[config.mk]
export PLATFORM = sky130hd
export DESIGN_NAME = debounce_edge_detector
export DESIGN_NICKNAME = d
export VERILOG_FILES = /design/src/rtl/debounce_edge_detector_pkg.sv /design/src/rtl/debounce_edge_detector_debouncer.sv /design/src/rtl/debounce_edge_detector_edge_detector.sv /design/src/rtl/debounce_edge_detector.sv
export SDC_FILE = /design/constraint.sdc
export NUM_CORES = 1
export LEC_CHECK = 0
export BUFFER_PORTS_ARGS = -buffer_cell sky130_fd_sc_hd__buf_2
export CORE_AREA = 2 2 39 41
export CTS_BUF_LIST = sky130_fd_sc_hd__clkbuf_16
export CTS_CLUSTER_SIZE = 30
export DETAILED_ROUTE_END_ITERATION = 8
export DIE_AREA = 0 0 41 43
export SETUP_SLACK_MARGIN = 0.1
export SYNTH_ARGS = -nofsm -noshare
export SYNTH_HDL_FRONTEND = slang
export SYNTH_SLANG_ARGS = --single-unit
[constraint.sdc]
create_clock -name clk -period 2.5 [get_ports clk]
set_input_delay 0.625 -clock clk [delete_from_list [all_inputs] [get_ports clk]]
set_output_delay 0.625 -clock clk [all_outputs]
set_load 0.005 [all_outputs]
[src/rtl/debounce_edge_detector_pkg.sv]
// -----------------------------------------------------------------------------
// debounce_edge_detector_pkg
//   Shared constants for the button-conditioning slice.
//   YES / NO : single-bit logic levels used for reset values and comparisons.
// -----------------------------------------------------------------------------
package debounce_edge_detector_pkg;

   localparam logic YES = 1'b1;
   localparam logic NO  = 1'b0;

endpackage : debounce_edge_detector_pkg

[src/rtl/debounce_edge_detector_debouncer.sv]
// -----------------------------------------------------------------------------
// debouncer
//   Two-flop synchronizer followed by a consecutive-disagreement counter.
//   The clean level only moves after the synchronized input has disagreed
//   with it for CYCLES back-to-back clocks; one agreeing cycle restarts the
//   count from zero.
//
// Ports
//   clk       in   system clock, rising edge
//   reset_low in   asynchronous active-low reset
//   bit_in    in   raw button level, asynchronous to clk, idle high
//   bit_out   out  debounced level, resets high
// -----------------------------------------------------------------------------
module debouncer
   import debounce_edge_detector_pkg::*;
#(
   parameter int CYCLES = 255
) (
   input  logic clk,
   input  logic reset_low,
   input  logic bit_in,
   output logic bit_out
);

   localparam int                CNT_W = $clog2(CYCLES + 1);
   localparam logic [CNT_W-1:0]  LAST  = CNT_W'(CYCLES - 1);
   localparam logic [CNT_W-1:0]  ONE   = CNT_W'(1);

   logic             r_s1;
   logic             r_s2;
   logic             r_level;
   logic [CNT_W-1:0] r_count;

   // NOTE: state registers use non-blocking assignments so every flop samples
   // the pre-edge value of its neighbours; blocking here would collapse the
   // two synchronizer stages into one.
   always_ff @(posedge clk or negedge reset_low) begin
      if (!reset_low) begin
         r_s1    <= YES;
         r_s2    <= YES;
         r_level <= YES;
         r_count <= '0;
      end else begin
         r_s1 <= bit_in;
         r_s2 <= r_s1;
         if (r_s2 == r_level) begin
            // Agreement (including a bounce back) discards any partial count.
            r_count <= '0;
         end else if (r_count == LAST) begin
            // CYCLES-th consecutive disagreement: accept the new level.
            r_level <= r_s2;
            r_count <= '0;
         end else begin
            r_count <= r_count + ONE;
         end
      end
   end

   assign bit_out = r_level;

endmodule : debouncer

[src/rtl/debounce_edge_detector_edge_detector.sv]
// -----------------------------------------------------------------------------
// edge_detector
//   Registered one-cycle pulses on each transition of a clean level.
//   The history flop resets high to match the debouncer's idle level, so
//   reset never manufactures an edge.
//
// Ports
//   clk       in   system clock, rising edge
//   reset_low in   asynchronous active-low reset
//   level     in   clean, clock-synchronous level
//   pos_edge  out  one-cycle pulse after level goes 0->1
//   neg_edge  out  one-cycle pulse after level goes 1->0
// -----------------------------------------------------------------------------
module edge_detector
   import debounce_edge_detector_pkg::*;
(
   input  logic clk,
   input  logic reset_low,
   input  logic level,
   output logic pos_edge,
   output logic neg_edge
);

   logic r_prev;
   logic r_pos;
   logic r_neg;

   always_ff @(posedge clk or negedge reset_low) begin
      if (!reset_low) begin
         r_prev <= YES;
         r_pos  <= NO;
         r_neg  <= NO;
      end else begin
         r_prev <= level;
         r_pos  <= level & ~r_prev;
         r_neg  <= r_prev & ~level;
      end
   end

   assign pos_edge = r_pos;
   assign neg_edge = r_neg;

endmodule : edge_detector

[src/rtl/debounce_edge_detector.sv]
// -----------------------------------------------------------------------------
// debounce_edge_detector
//   Conditions a bouncing, asynchronous push-button level into a clean
//   synchronous level plus single-cycle rising / falling pulses.
//   Input change to edge pulse latency is CYCLES+2 rising edges.
//
// Ports
//   clk       in   system clock, rising edge
//   reset_low in   asynchronous active-low reset
//   bit_in    in   raw button level, idle high
//   bit_out   out  debounced level
//   pos_edge  out  one-cycle pulse when bit_out goes 0->1
//   neg_edge  out  one-cycle pulse when bit_out goes 1->0 (button press)
// -----------------------------------------------------------------------------
module debounce_edge_detector
   import debounce_edge_detector_pkg::*;
#(
   parameter int CYCLES = 255
) (
   input  logic clk,
   input  logic reset_low,
   input  logic bit_in,
   output logic bit_out,
   output logic pos_edge,
   output logic neg_edge
);

   logic w_level;

   debouncer #(
      .CYCLES (CYCLES)
   ) u_debouncer (
      .clk       (clk),
      .reset_low (reset_low),
      .bit_in    (bit_in),
      .bit_out   (w_level)
   );

   edge_detector u_edge_detector (
      .clk       (clk),
      .reset_low (reset_low),
      .level     (w_level),
      .pos_edge  (pos_edge),
      .neg_edge  (neg_edge)
   );

   assign bit_out = w_level;

endmodule : debounce_edge_detector

==> results_dict.tcl <==
set metrics [dict create \
    synthesis.nets 55 \
    synth.mux.area_fraction_pct 1.90 \
    drt-pass1-iter-count 3 \
    dpl.hpwl_um 655 \
    slew-limit-headroom_pct 74.8 \
    synth-adder-area-share_pct 4.22 \
    r2r-end "u_debouncer.bit_out$_DFFE_PN1P_" \
    setup_ws_ps 936 \
    comb_power_share_pct 3.3 \
    part_of_the_power_in_the_clock_network_pct 53.9 \
    cp_num_buf_inv 1 \
    r2r_setup_slk_ps 1140 \
    pwr_density_cell_nw_per_um2 782 \
    critPathKind "reg2out" \
    worst_ep_arrival_time_ps 940 \
    cts_tree "yes" \
    yosysSeqAreaShare_pct 59.9 \
    groute.usage.overall_pct 15.3 \
    power.leakage_nw 0.311 \
    clk_path_buf_depth 2 \
    grt_antenna_before_repair 0 \
    synthSimpleGateAreaFrac_pct 18.4 \
    sequence_of_cells_on_the_critical_path "buf_2" \
    setup_viol_count_final 0 \
    detail_route.vias_per_cell 5.13 \
    synth-seq-cells 14 \
    die_width_um 41 \
    initial_core_utilization_pct 42.9 \
    clock_latency_ps 240 \
    rsz0062_at_grt "no" \
    crit_cells 1 \
    port-buffer-count 5 \
    power.share.sequential_pct 42.8 \
    detail_route.iter0.violations 6 \
    dp.cells 71 \
    synth-xor-area-share_pct 5.91 \
    number_of_nets_in_the_final_layout 65 \
    top_level_ports 6 \
    final_common_cell "dfrtp_1" \
    cts.repair_timing.setup_buffer_count 0 \
    drc 0 \
    critical_path.endpoint "bit_out" \
    post_cts_sizing 0 \
    critPathMaxStageDelay_ps 570 \
    final_util_pct 51.8 \
    clock_skew_ps 3.29 \
    cp_data_required_time_ps 1880 \
    worst_hold_path_type "in2async" \
    routed_wirelength_normalized_by_instance_count_um 13.2 \
    core_area_um2 1380 \
    r2r_start "u_debouncer.r_count[0]$_DFF_PN0_" \
    synth-compound-area-share_pct 8.44 \
    crit_start "u_debouncer.bit_out$_DFFE_PN1P_" \
    die_height_um 43 \
    final_count_of_hold_timing_violations 0 \
    syn_to_final_growth_pct 20.9 \
    routed-via-count 385 \
    finalWeightedCongestion 0.740 \
    n_fill_cell 127 \
    grt_start_max_net_pins 15 \
    synth.lib_cells_used.distinct 22 \
    timing.max_cap.violations 0 \
    syn_inst 50 \
    worst_setup_path_end_kind "output port" \
    dominant_combinational_cell_family_by_area_after_synthesis "simple AND/OR/NAND/NOR gates" \
    vias_in_the_first_global_route 380 \
    cpMaxStageDelayCell "dfstp_2" \
    layout_min_cycle_time_ps 1560 \
    critical_path.top_delay_family "flip-flops" \
    timing.critical_path.from_type "flip-flop" \
    pre_cts_slack_ps 1150 \
    cellInternalPower_uw 453 \
    switching_power_share_of_the_total_pct 19.3 \
    critical_path_peak_fanout 6 \
    floorplan.rows 14 \
    most_frequent_cells_in_the_layout "10 x dfrtp_1, 6 x nor2_1, 5 x buf_2" \
    r2r_cells 5 \
    finalSetupTns_ps 0 \
    clkSinkCount 14 \
    timing_max_transition_violations_final 0 \
    p_sw_uw 108 \
    synth-warning-count 0 \
    insertedDiodeCount 0 \
    grt_pass1_wl_um 1700 \
    worst-slew-pin-transition_ps 375 \
    syn_avg_cell_area_um2 11.9 \
    dieArea_um2 1760 \
    route.final.wire_length_um 992 \
    antenna_violating_nets_post_route 0 \
    worst_setup_hold_path_clk_slew_ps 50 \
    number_of_standard_cells_in_the_final_layout_excluding_fillers 75 \
    layout-drive-gt1-share_pct 23.7 \
    max_freq_mhz 639 \
    worst_vdd_ir_v 0.000443 \
    cts-hold-fix-buffers 0 \
    share_of_the_cycle_needed_by_the_critical_path_after_routing_pct 62.6 \
    syn_area_um2 593 \
    ctsHtreeMaxLevel 1 \
    tritoncts.num_buffers 3 \
    run_status "complete, no violations" \
    root_buffer "clkbuf_16" \
    grt_overflow_total 0 \
]
[area by class of cell]
cell class / instances / area (um2) / share of cell area (%)
well taps: 16 / 20.0 / 2.79
repair buffers: 5 / 25.0 / 3.49
clock buffers: 3 / 75.1 / 10.5
inverters: 2 / 7.51 / 1.05
clock inverters: 1 / 3.75 / 0.524
flip-flops and latches: 14 / 355 / 49.6
multi-input cells: 34 / 230 / 32.1
[power groups by stage]
stage | clock, mW | sequential, mW | combinational (mW)
6_report | 0.302 | 0.240 | 0.0186
5_1_grt | 0.324 | 0.241 | 0.0222
4_1_cts | 0.312 | 0.240 | 0.0194
3_5_place_dp | 0 | 0.243 | 0.0195
3_3_place_gp | 0 | 0.243 | 0.0198
2_1_floorplan | 0 | 0.242 | 0.0112
[logic make-up (layout without fill, tap and decap cells)]
logic type                 Yosys count  count (layout)
AOI/OAI and AO/OA                    8               8
xor gates and xnor gates             4               4
adders and majority gates            2               2
buffers and inverters                2              11
DFF                                 14              14
muxes                                1               1
and+or+nand+nor                     19              19
[worst reg2reg max path, delay by kind of cell (launching register included)]
family | cells | cell delay (ps)
adders and majority gates | 1 | 200
buffers and inverters | 1 | 70
DFF | 1 | 410
muxes | 1 | 350
and+or+nand+nor | 2 | 250
[cells in the mapped netlist]
master	count	share of area, %
inv_1	2	1.3
nand4_1	2	2.1
a21oi_1	2	1.7
xnor2_1	3	4.4
nand2b_1	1	1.1
nor2b_1	2	2.1
ha_1	2	4.2
or3b_1	1	1.5
dfrtp_1	10	42
o21bai_1	1	1.3
a31oi_1	3	3.2
nor2_1	6	3.8
xor2_1	1	1.5
nand3_1	3	2.5
or4b_1	1	1.7
dfstp_2	4	18
and3_1	1	1.1
o21ai_0	1	0.84
nand3_2	1	1.7
mux2_2	1	1.9
nor3_1	1	0.84
o221ai_1	1	1.5
[per-stage QoR]
stage | power, mW | instance area [um2] | hold slack, ps
final | 0.561 | 717 | 260
after global routing | 0.588 | 717 | 295
after CTS | 0.571 | 717 | 273
after detailed placement | 0.263 | 638 | 349
after global placement | 0.263 | 638 | 348
after floorplan | 0.253 | 593 | 329
[layer usage]
metal | global-route usage [%] | share of wire [%] | vias up
met2 | 20.6 | 47 | 5
met1 | 19.4 | 47 | 182
li1 | - | - | 194
met5 | 0 | 0 | -
met4 | 12.0 | 2.9 | 0
met3 | 4.71 | 2.8 | 4
[state kept, by name, summed over array words and instances (netlist names)]
register,cells
u_debouncer.r_s1,1
u_debouncer.bit_out,1
u_debouncer.r_count,8
u_edge_detector.neg_edge,1
u_edge_detector.r_prev,1
u_debouncer.r_s2,1
u_edge_detector.pos_edge,1
[how the worst min path moves through the flow]
stage | from | to | slack, ps
CTS | reset_low | u_debouncer.r_count[7]$_DFF_PN0_ | 270
global route | reset_low | u_debouncer.r_count[7]$_DFF_PN0_ | 300
finish | reset_low | u_debouncer.r_count[0]$_DFF_PN0_ | 260
detailed placement | u_debouncer.r_s1$_DFF_PN1_ | u_debouncer.r_s2$_DFF_PN1_ | 350
floorplan | reset_low | u_debouncer.r_count[0]$_DFF_PN0_ | 330
global placement | u_debouncer.r_s1$_DFF_PN1_ | u_debouncer.r_s2$_DFF_PN1_ | 350
Note: power is estimated with default switching activity, not from simulation.
